<file path="config.mk">
export PLATFORM = sky130hd
export DESIGN_NAME = serial_addsub
export DESIGN_NICKNAME = d
export VERILOG_FILES = /design/src/rtl/serial_addsub.sv
export SDC_FILE = /design/constraint.sdc
export NUM_CORES = 1
export LEC_CHECK = 0
export ABC_AREA = 1
export BUFFER_PORTS_ARGS = -buffer_cell sky130_fd_sc_hd__buf_4
export CORE_ASPECT_RATIO = 2
export CORE_MARGIN = 2
export CORE_UTILIZATION = 30
export CTS_CLUSTER_DIAMETER = 80
export DETAILED_ROUTE_END_ITERATION = 16
export HOLD_SLACK_MARGIN = 0.02
export PLACE_DENSITY = 0.55
export SETUP_SLACK_MARGIN = 0.5
export SLEW_MARGIN = 20
export SYNTH_ARGS = -nofsm -noshare
export SYNTH_HDL_FRONTEND = slang
export SYNTH_SLANG_ARGS = --single-unit
export TNS_END_PERCENT = 5
</file>
<file path="constraint.sdc">
create_clock -name CLK -period 1.4 [get_ports CLK]
set_clock_uncertainty 0.2 [all_clocks]
set_input_delay 0.14 -clock CLK [delete_from_list [all_inputs] [get_ports CLK]]
set_output_delay 0.14 -clock CLK [all_outputs]
set_load 0.01 [all_outputs]
</file>
<file path="src/rtl/serial_addsub.sv">
// Bit-serial WIDTH-bit adder/subtractor: one full-adder step per clock, LSB first.
// Define OVERFLOW_FLAG_EN to build the signed-overflow flag; otherwise OV is tied low.
module serial_addsub #(
    parameter int unsigned WIDTH = 8
) (
    input  logic             CLK,
    input  logic             RST_N,
    input  logic             START,
    input  logic             SUB,
    input  logic [WIDTH-1:0] A,
    input  logic [WIDTH-1:0] B,
    output logic             BUSY,
    output logic             DONE,
    output logic [WIDTH-1:0] F,
    output logic             C2,
    output logic             OV
);

    localparam int unsigned CW = $clog2(WIDTH);
    localparam logic [CW-1:0] LastCnt = CW'(WIDTH - 1);

    localparam logic [1:0] StIdle = 2'd0;
    localparam logic [1:0] StRun  = 2'd1;
    localparam logic [1:0] StFin  = 2'd2;

    logic [1:0]       r_state;
    logic [WIDTH-1:0] r_a;
    logic [WIDTH-1:0] r_b;
    logic [WIDTH-1:0] r_res;
    logic             r_carry;
    logic [CW-1:0]    r_cnt;
    logic [WIDTH-1:0] r_f;
    logic             r_c2;

    logic w_sum;
    logic w_cout;
    logic w_last;

    assign w_sum  = r_a[0] ^ r_b[0] ^ r_carry;
    assign w_cout = (r_a[0] & r_b[0]) | (r_carry & (r_a[0] ^ r_b[0]));
    assign w_last = (r_state == StRun) && (r_cnt == LastCnt);

    always_ff @(posedge CLK) begin
        if (!RST_N) begin
            r_state <= StIdle;
            r_a     <= '0;
            r_b     <= '0;
            r_res   <= '0;
            r_carry <= 1'b0;
            r_cnt   <= '0;
            r_f     <= '0;
            r_c2    <= 1'b0;
        end else begin
            case (r_state)
                StRun: begin
                    r_a     <= r_a >> 1;
                    r_b     <= r_b >> 1;
                    r_res   <= {w_sum, r_res[WIDTH-1:1]};
                    r_carry <= w_cout;
                    r_cnt   <= r_cnt + 1'b1;
                    // The final sum bit is merged straight into F, not via r_res.
                    if (w_last) begin
                        r_state <= StFin;
                        r_f     <= {w_sum, r_res[WIDTH-1:1]};
                        r_c2    <= w_cout;
                    end
                end
                default: begin
                    if (START) begin
                        r_state <= StRun;
                        r_a     <= A;
                        r_b     <= B ^ {WIDTH{SUB}};
                        r_carry <= SUB;
                        r_cnt   <= '0;
                    end else begin
                        r_state <= StIdle;
                    end
                end
            endcase
        end
    end

`ifdef OVERFLOW_FLAG_EN
    logic r_ov;

    // On the last step r_carry is the carry into the MSB and w_cout the carry out of it.
    always_ff @(posedge CLK) begin
        if (!RST_N) begin
            r_ov <= 1'b0;
        end else if (w_last) begin
            r_ov <= r_carry ^ w_cout;
        end
    end

    assign OV = r_ov;
`else
    assign OV = 1'b0;
`endif

    assign BUSY = (r_state == StRun);
    assign DONE = (r_state == StFin);
    assign F    = r_f;
    assign C2   = r_c2;

endmodule

</file>
Word-level counts from Yosys, hierarchy flattened
Index checks and enable logic that the tools add are counted.
- register bits: 39
- input port bits: 20
- output and inout port bits: 12
- word-level logic and storage cells: 37
- add/sub/neg operators: 1
- equal/unequal tests: 4
- mux-type cells: 11
- bitwise operators: 7
- reduce and logical (&&, ||, !) cells: 4
- operators by type and width (operator ; number):
    $mux 7 ; 4
    $xor 8x8->8 ; 1
    $mux 3 ; 2
    $mux 2 ; 2
    $add 3x1->3 const B ; 1
    $eq 3x3->1 const B ; 1
    $mux 1 ; 3
    $and 1x1->1 ; 2
    $eq 2x1->1 const B ; 1
    $eq 2x2->1 const B ; 1
    $ne 2x1->1 const B ; 1
    $reduce_and 2->1 ; 1
    $reduce_bool 2->1 ; 1
    $reduce_or 2->1 ; 1
    $xor 1x1->1 ; 2
    $logic_and 1x1->1 ; 1
    $not 1->1 ; 1
    $or 1x1->1 ; 1

Longest topological paths before layout
Gate-level depths: netlist of the first run.
- depth after elaboration: 4
- depth in mapped cells: 7
- gate-level depth less buffers: 6

Worst setup path after synthesis of the first run
No wires, ideal clock.
- path kind: register to register
- start: reg r_a[0]
- end: reg r_res[7]
- library setup time: 116 ps
- arrival time: 983 ps
- required time: 1084 ps
- path slack: 102 ps
- stages on the path, launching flop included: 4
- buffers on the path: 0
- period minus slack after synthesis: 1298 ps
- path through: dfxtp_1 fa_1 o21ai_0 nor2_1
- longest elaborated chain between the ends: 2
- ends and longest elaborated chain (what ; line ; RTL):
    from (decl) ; 27 ; logic [WIDTH-1:0] r_a;
    from (signal assigned) ; 56 ; r_a <= r_a >> 1;
    $xor 1x1->1 (2 in a row) ; 39 ; assign w_sum = r_a[0] ^ r_b[0] ^ r_carry;
    named net w_sum ; 35 ; logic w_sum;
    to (signal assigned) ; 58 ; r_res <= {w_sum, r_res[WIDTH-1:1]};
    to (decl) ; 29 ; logic [WIDTH-1:0] r_res;
The timed path passes the listed nets, and every way through them passes these cells.
A chain may end at the register's enable or synchronous reset.

Worst setup path after layout of the first run
- start: reg r_state[0]
- end: out BUSY
- longest elaborated chain between the ends: 1
- ends and longest elaborated chain (what ; line ; RTL):
    from (decl) ; 26 ; logic [1:0] r_state;
    from (signal assigned) ; 45 ; r_state <= StIdle;
    from (signal assigned) ; 63 ; r_state <= StFin;
    from (signal assigned) ; 70 ; r_state <= StRun;
    $eq 2x1->1 ; 100 ; assign BUSY = (r_state == StRun);
    to (decl) ; 12 ; output logic BUSY,
No other way between the ends.

==> results of run 1 <==
logic make-up after synthesis:
family | synth area share, %
XOR/XNOR | 4.12
AO/OA/AOI/OAI | 4.26
flip-flops | 44.7
buffers and inverters | 8.90
other | 0.220
adder cells (fa/ha/maj) | 2.65
AND/OR/NAND/NOR | 35.1
cell type report:
type,count,area [um^2],area share [%]
inverter,13,48.8,2.15
clock buffer,6,82.6,3.64
multi-input combinational,166,878,38.7
timing repair buffer,41,393,17.3
tap,60,75.1,3.31
clock inverter,2,12.5,0.551
sequential,38,779,34.3
final timing paths:
path	from	to	slack, ps	cells after the start
min	START	r_b[7]	-90	2
max	r_state[0]	BUSY	60	4
min reg2reg	r_res[1]	F[0]	240	2
max reg2reg	r_b[0]	r_res[7]	90	3
critical path, cell delays in order (launching register included):
cell                      delay [ps]
sky130_fd_sc_hd__dfxtp_2         340
sky130_fd_sc_hd__inv_2            40
sky130_fd_sc_hd__nor2_4          110
sky130_fd_sc_hd__buf_6           120
sky130_fd_sc_hd__buf_6            90
repair_timing:
item	4_1_cts	5_1_grt
cloned	1	0
resized for setup	13	38
pin swaps	3	23
endpoints found under the setup margin	49	49
endpoints found under the hold margin	23	16
buffers inserted	2	0
cells in the mapped netlist, drive strengths merged:
library cell and n:
dfxtp 38, nand3 40, o21ai 9, xnor2 8, conb 1, buf 14
a21boi 1, a21oi 4, nor2 41, ha 2, clkbuf 1, nand2 58
fa 1, inv 13
routing by layer:
layer / GRT usage, % / up-vias / part of all wire (%)
li1: - / 794 / -
met1: 13.7 / 673 / 40
met2: 22.6 / 28 / 55
met3: 2.46 / 7 / 2.7
met4: 7.44 / 0 / 2.8
met5: 0 / - / 0
power breakdown:
group	switching (uW)	leakage, uW	internal [uW]
clock	393	0.0000472	396
sequential	36.2	0.000317	1130
combinational	172	0.000697	160
sequential cells by signal, indices dropped and copies added, names as in the netlist:
register  cells
C2            1
F             8
r_a           8
r_b           8
r_carry       1
r_cnt         3
r_res         7
r_state       2
through the flow:
step	utilization, %	total power, uW	area (um^2)	std cells
floorplan	-	1380	1700	231
global placement	36.5	1490	1990	315
detailed placement	36.5	1490	1990	315
CTS	39.6	2300	2160	326
global route	41.5	2410	2270	326
finish	41.5	2290	2270	326
==> flow_metrics.py, run 1 <==
metrics = {
    "timing": {
        "setup-violations-final": 0,
        "final_hold_viol_count": 17,
        "layout_setup_ws_ps": 60.5,
        "period_minus_slack_ps": 1340,
        "timing.final.max_slew_violations": 0,
        "achievable-frequency_mhz": 747,
        "final_worst_path_cycle_share_pct": 95.7,
        "hold_slack_ps": -88.5,
        "final.setup.tns_ps": 0,
        "rsz_0062_raised_after_global_routing": "true",
    },
    "critical_path": {
        "required_ps": 1060,
        "endpoint_kind": "output pin",
        "critPathArrivalTime_ps": 1000,
        "crit_path_max_fanout": 3,
        "worstSetupStartpointType": "flop",
        "criticalPathCategory": "reg -> out",
    },
    "die": {
        "die_height_um": 111,
        "io_pins": 32,
        "fp.dieArea_um2": 6330,
        "die_x_um": 57.3,
        "floorplan.rows": 38,
        "core_area_um2": 5470,
        "starting_density_of_the_core_pct": 31.1,
    },
    "clock_network": {
        "clock_insertion_delay_worst_skew_ps": 290,
        "cts_tree": "yes",
        "clk_pin_slew_ps": 70,
        "num_cts_buffers": 5,
        "h_tree_levels": 2,
        "tritoncts_num_sinks": 38,
        "maximum_root_to_sink_buffer_count": 2,
        "cts_root_buffer": "sky130_fd_sc_hd__clkbuf_8",
    },
    "layout": {
        "final_layout_size_suffix_gt1_share_pct": 30.5,
        "leading_cell_type_in_the_layout_fill_and_taps_excluded": "sky130_fd_sc_hd__nand2_1",
        "most-common-layout-cells": "sky130_fd_sc_hd__nand2_1 (53), sky130_fd_sc_hd__nand3_1 (40), sky130_fd_sc_hd__nor2_1 (37)",
        "antenna_cells": 0,
        "final_nets": 288,
        "nFillCells": 571,
        "area_growth_pct": 33.4,
    },
    "global_routing": {
        "grt_antenna_before_repair": 0,
        "grt_first_pass_wirelength_um": 6380,
        "grt_usage_pct": 12.9,
        "gr-total-overflow": 0,
        "grt_pass1_vias": 1411,
        "grt_max_degree": 24,
    },
    "routing": {
        "antenna_left": 0,
        "drcViolationCount": 0,
        "routed_wl_um": 3730,
        "drt-pass1-iter-count": 4,
        "routed_wire_length_per_instance_um": 11.4,
        "via_count": 1502,
        "dr.first_iter.drc_count": 16,
        "vias_per_cell": 4.61,
    },
    "synth": {
        "syn_area_um2": 1700,
        "netlist-cell-type-count": 21,
        "postSynthRegisterBits": 38,
        "syn_nets": 254,
        "synth.avg_cell_area_um2": 7.37,
        "syn_inst": 231,
        "netlist.top_cell.by_area": "sky130_fd_sc_hd__dfxtp_1",
        "synthesis.yosys.warnings": 0,
        "synthTopCellsByArea": "sky130_fd_sc_hd__dfxtp_1 (45%), sky130_fd_sc_hd__nand2_1 (13%), sky130_fd_sc_hd__nand3_1 (12%)",
        "synth.yosys.seq_area_share_pct": 44.7,
        "area_share_of_the_leading_cell_type_in_the_synthesized_netlist_pct": 44.7,
    },
    "outcome": {
        "status": "complete, but fails checks",
        "failing_checks": "hold timing",
    },
    "pwr": {
        "p_leak_uw": 0.00106,
        "power_density_nw_per_um2": 1010,
        "worst_ir_drop_vdd_mv": 0.746,
    },
    "place": {
        "port_buffers": 30,
        "detailed_place_hpwl_um": 2610,
        "dp_worst_setup_slack_ps": 24.0,
        "gp_congestion": 0.764,
    },
    "run": {
        "cap_violations": 0,
    },
    "worst_hold_path": {
        "hold_path_class": "in -> reg",
    },
}
Note: power is estimated with default switching activity, not from simulation.
==> run 2: changes to the inputs <==
PLACE_DENSITY = 0.51   (was 0.55)
==> run 2 against run 1 <==
  * The flow still finishes with violations (hold timing)
  * Cell area up 2.8%
  * Highest routed layer unchanged
  * Clock power rose by 20%
  * Utilization increased by 1.1 points
  * Critical endpoint is now r_state[1]
  * Wire length up 4.4%
  * Largest cell class unchanged
==> flow_metrics.py, run 2 (synthesis results as in run 1) <==
metrics = {
    "timing": {
        "achievable-frequency_mhz": 736,
        "final.setup.tns_ps": 0,
        "final_hold_viol_count": 12,
        "setup-violations-final": 0,
        "hold_slack_ps": -152,
        "final_worst_path_cycle_share_pct": 97.0,
        "period_minus_slack_ps": 1360,
        "rsz_0062_raised_after_global_routing": "true",
        "timing.final.max_slew_violations": 0,
    },
    "critical_path": {
        "endpoint_kind": "flop",
        "critPathArrivalTime_ps": 1350,
        "crit_path_max_fanout": 5,
        "worstSetupStartpointType": "flop",
        "setup.reg_to_reg.worst_slack_ps": 40,
        "worst_r2r_startpoint": "r_cnt[1]",
        "criticalPathCategory": "reg -> reg",
        "required_ps": 1400,
        "rr_endpoint": "r_state[1]",
        "reg2regPathDepth": 6,
    },
    "global_routing": {
        "grt_first_pass_wirelength_um": 6530,
        "grt_usage_pct": 13.2,
        "gr-total-overflow": 0,
        "grt_pass1_vias": 1507,
        "grt_antenna_before_repair": 0,
        "grt_max_degree": 25,
    },
    "die": {
        "core_area_um2": 5470,
        "starting_density_of_the_core_pct": 31.1,
        "fp.dieArea_um2": 6330,
        "die_x_um": 57.3,
        "die_height_um": 111,
        "io_pins": 32,
        "floorplan.rows": 38,
    },
    "routing": {
        "via_count": 1527,
        "drcViolationCount": 0,
        "dr.first_iter.drc_count": 47,
        "vias_per_cell": 4.64,
        "routed_wl_um": 3900,
        "antenna_left": 0,
        "drt-pass1-iter-count": 4,
        "routed_wire_length_per_instance_um": 11.8,
    },
    "outcome": {
        "status": "complete, but fails checks",
        "failing_checks": "hold timing",
    },
    "clock_network": {
        "num_cts_buffers": 5,
        "h_tree_levels": 2,
        "cts_tree": "yes",
        "cts_root_buffer": "sky130_fd_sc_hd__clkbuf_8",
        "clk_pin_slew_ps": 70,
        "maximum_root_to_sink_buffer_count": 2,
        "clock_insertion_delay_worst_skew_ps": 290,
        "tritoncts_num_sinks": 38,
    },
    "pwr": {
        "worst_ir_drop_vdd_mv": 1.31,
        "power_density_nw_per_um2": 1050,
        "p_leak_uw": 0.00113,
        "total_power_draw_uw": 2440,
    },
    "layout": {
        "leading_cell_type_in_the_layout_fill_and_taps_excluded": "sky130_fd_sc_hd__nand2_1",
        "layout.cell_area.non_filler_um2": 2330,
        "final_layout_size_suffix_gt1_share_pct": 33.5,
        "antenna_cells": 0,
        "most-common-layout-cells": "sky130_fd_sc_hd__nand2_1 (43), sky130_fd_sc_hd__nand3_1 (40), sky130_fd_sc_hd__nor2_1 (38)",
        "area_growth_pct": 37.1,
        "nFillCells": 568,
        "final_nets": 292,
    },
    "worst_hold_path": {
        "hold_end": "r_b[7]",
        "hold_path_depth": 2,
        "holdCritStartpoint": "START",
        "hold_path_class": "in -> reg",
    },
    "place": {
        "dpl_cell_area_um2": 2000,
        "gp_congestion": 0.719,
        "port_buffers": 30,
        "detailed_place_hpwl_um": 2700,
    },
    "run": {
        "cap_violations": 0,
    },
}
-- run 2: cell type report --
| type | count | area [um^2] | share of cell area (%) |
|---|---|---|---|
| clock buffers | 6 | 82.6 | 3.54 |
| clock inverters | 1 | 30.0 | 1.29 |
| inverters | 13 | 48.8 | 2.09 |
| multi-input cells | 165 | 878 | 37.7 |
| flip-flops and latches | 38 | 778 | 33.4 |
| well taps | 60 | 75.1 | 3.22 |
| repair buffers | 46 | 439 | 18.8 |
-- run 2: metal layers --
layer / global-route usage (%) / wire (um)
met1: 13.1 / 1470
met2: 23.8 / 2210
met3: 2.93 / 113
met4: 7.60 / 102
met5: 0 / 0
-- run 2: what timing repair did --
| item | in CTS | in global routing |
|---|---|---|
| buffers inserted | 3 | 3 |
| endpoints found under the setup margin | 49 | 49 |
| pin swaps | 2 | 11 |
| gates resized for setup | 8 | 51 |
| endpoints found under the hold margin | 18 | 10 |
-- run 2: metrics by stage --
step | utilization (%) | std cells | setup slack [ps] | hold slack [ps]
final | 42.7 | 329 | 41.7 | -152
after floorplan | - | 231 | 141 | 86.9
after detailed placement | 36.6 | 316 | 33.7 | 158
after global routing | 42.7 | 329 | -19.9 | -152
after CTS | 39.5 | 326 | 41.9 | -160
after global placement | 36.6 | 316 | 51.2 | 158
-- run 2: worst max-delay path by stage --
| stage | start | end | slack, ps |
|---|---|---|---|
| after global placement | r_cnt[0] | F[7] | 50 |
| after CTS | r_state[0] | BUSY | 40 |
| after floorplan | r_a[0] | r_carry | 140 |
| after detailed placement | r_state[0] | r_cnt[2] | 30 |
| after global routing | r_state[1] | r_b[1] | -20 |
| final | r_cnt[1] | r_state[1] | 40 |
-- run 2: report_power, final --
part | leakage [uW] | switching (uW) | internal, uW
Combinational | 0.000753 | 165 | 153
Clock | 0.0000573 | 378 | 570
Sequential | 0.000317 | 39.3 | 1140
Total | 0.00113 | 582 | 1860
-- run 2: critical path, cell delays in order (launching register included) --
cell,delay (ps)
sky130_fd_sc_hd__dfxtp_2,340
sky130_fd_sc_hd__ha_4,160
sky130_fd_sc_hd__ha_4,170
sky130_fd_sc_hd__nand2_8,90
sky130_fd_sc_hd__nor2_8,50
sky130_fd_sc_hd__buf_6,140
sky130_fd_sc_hd__buf_6,110
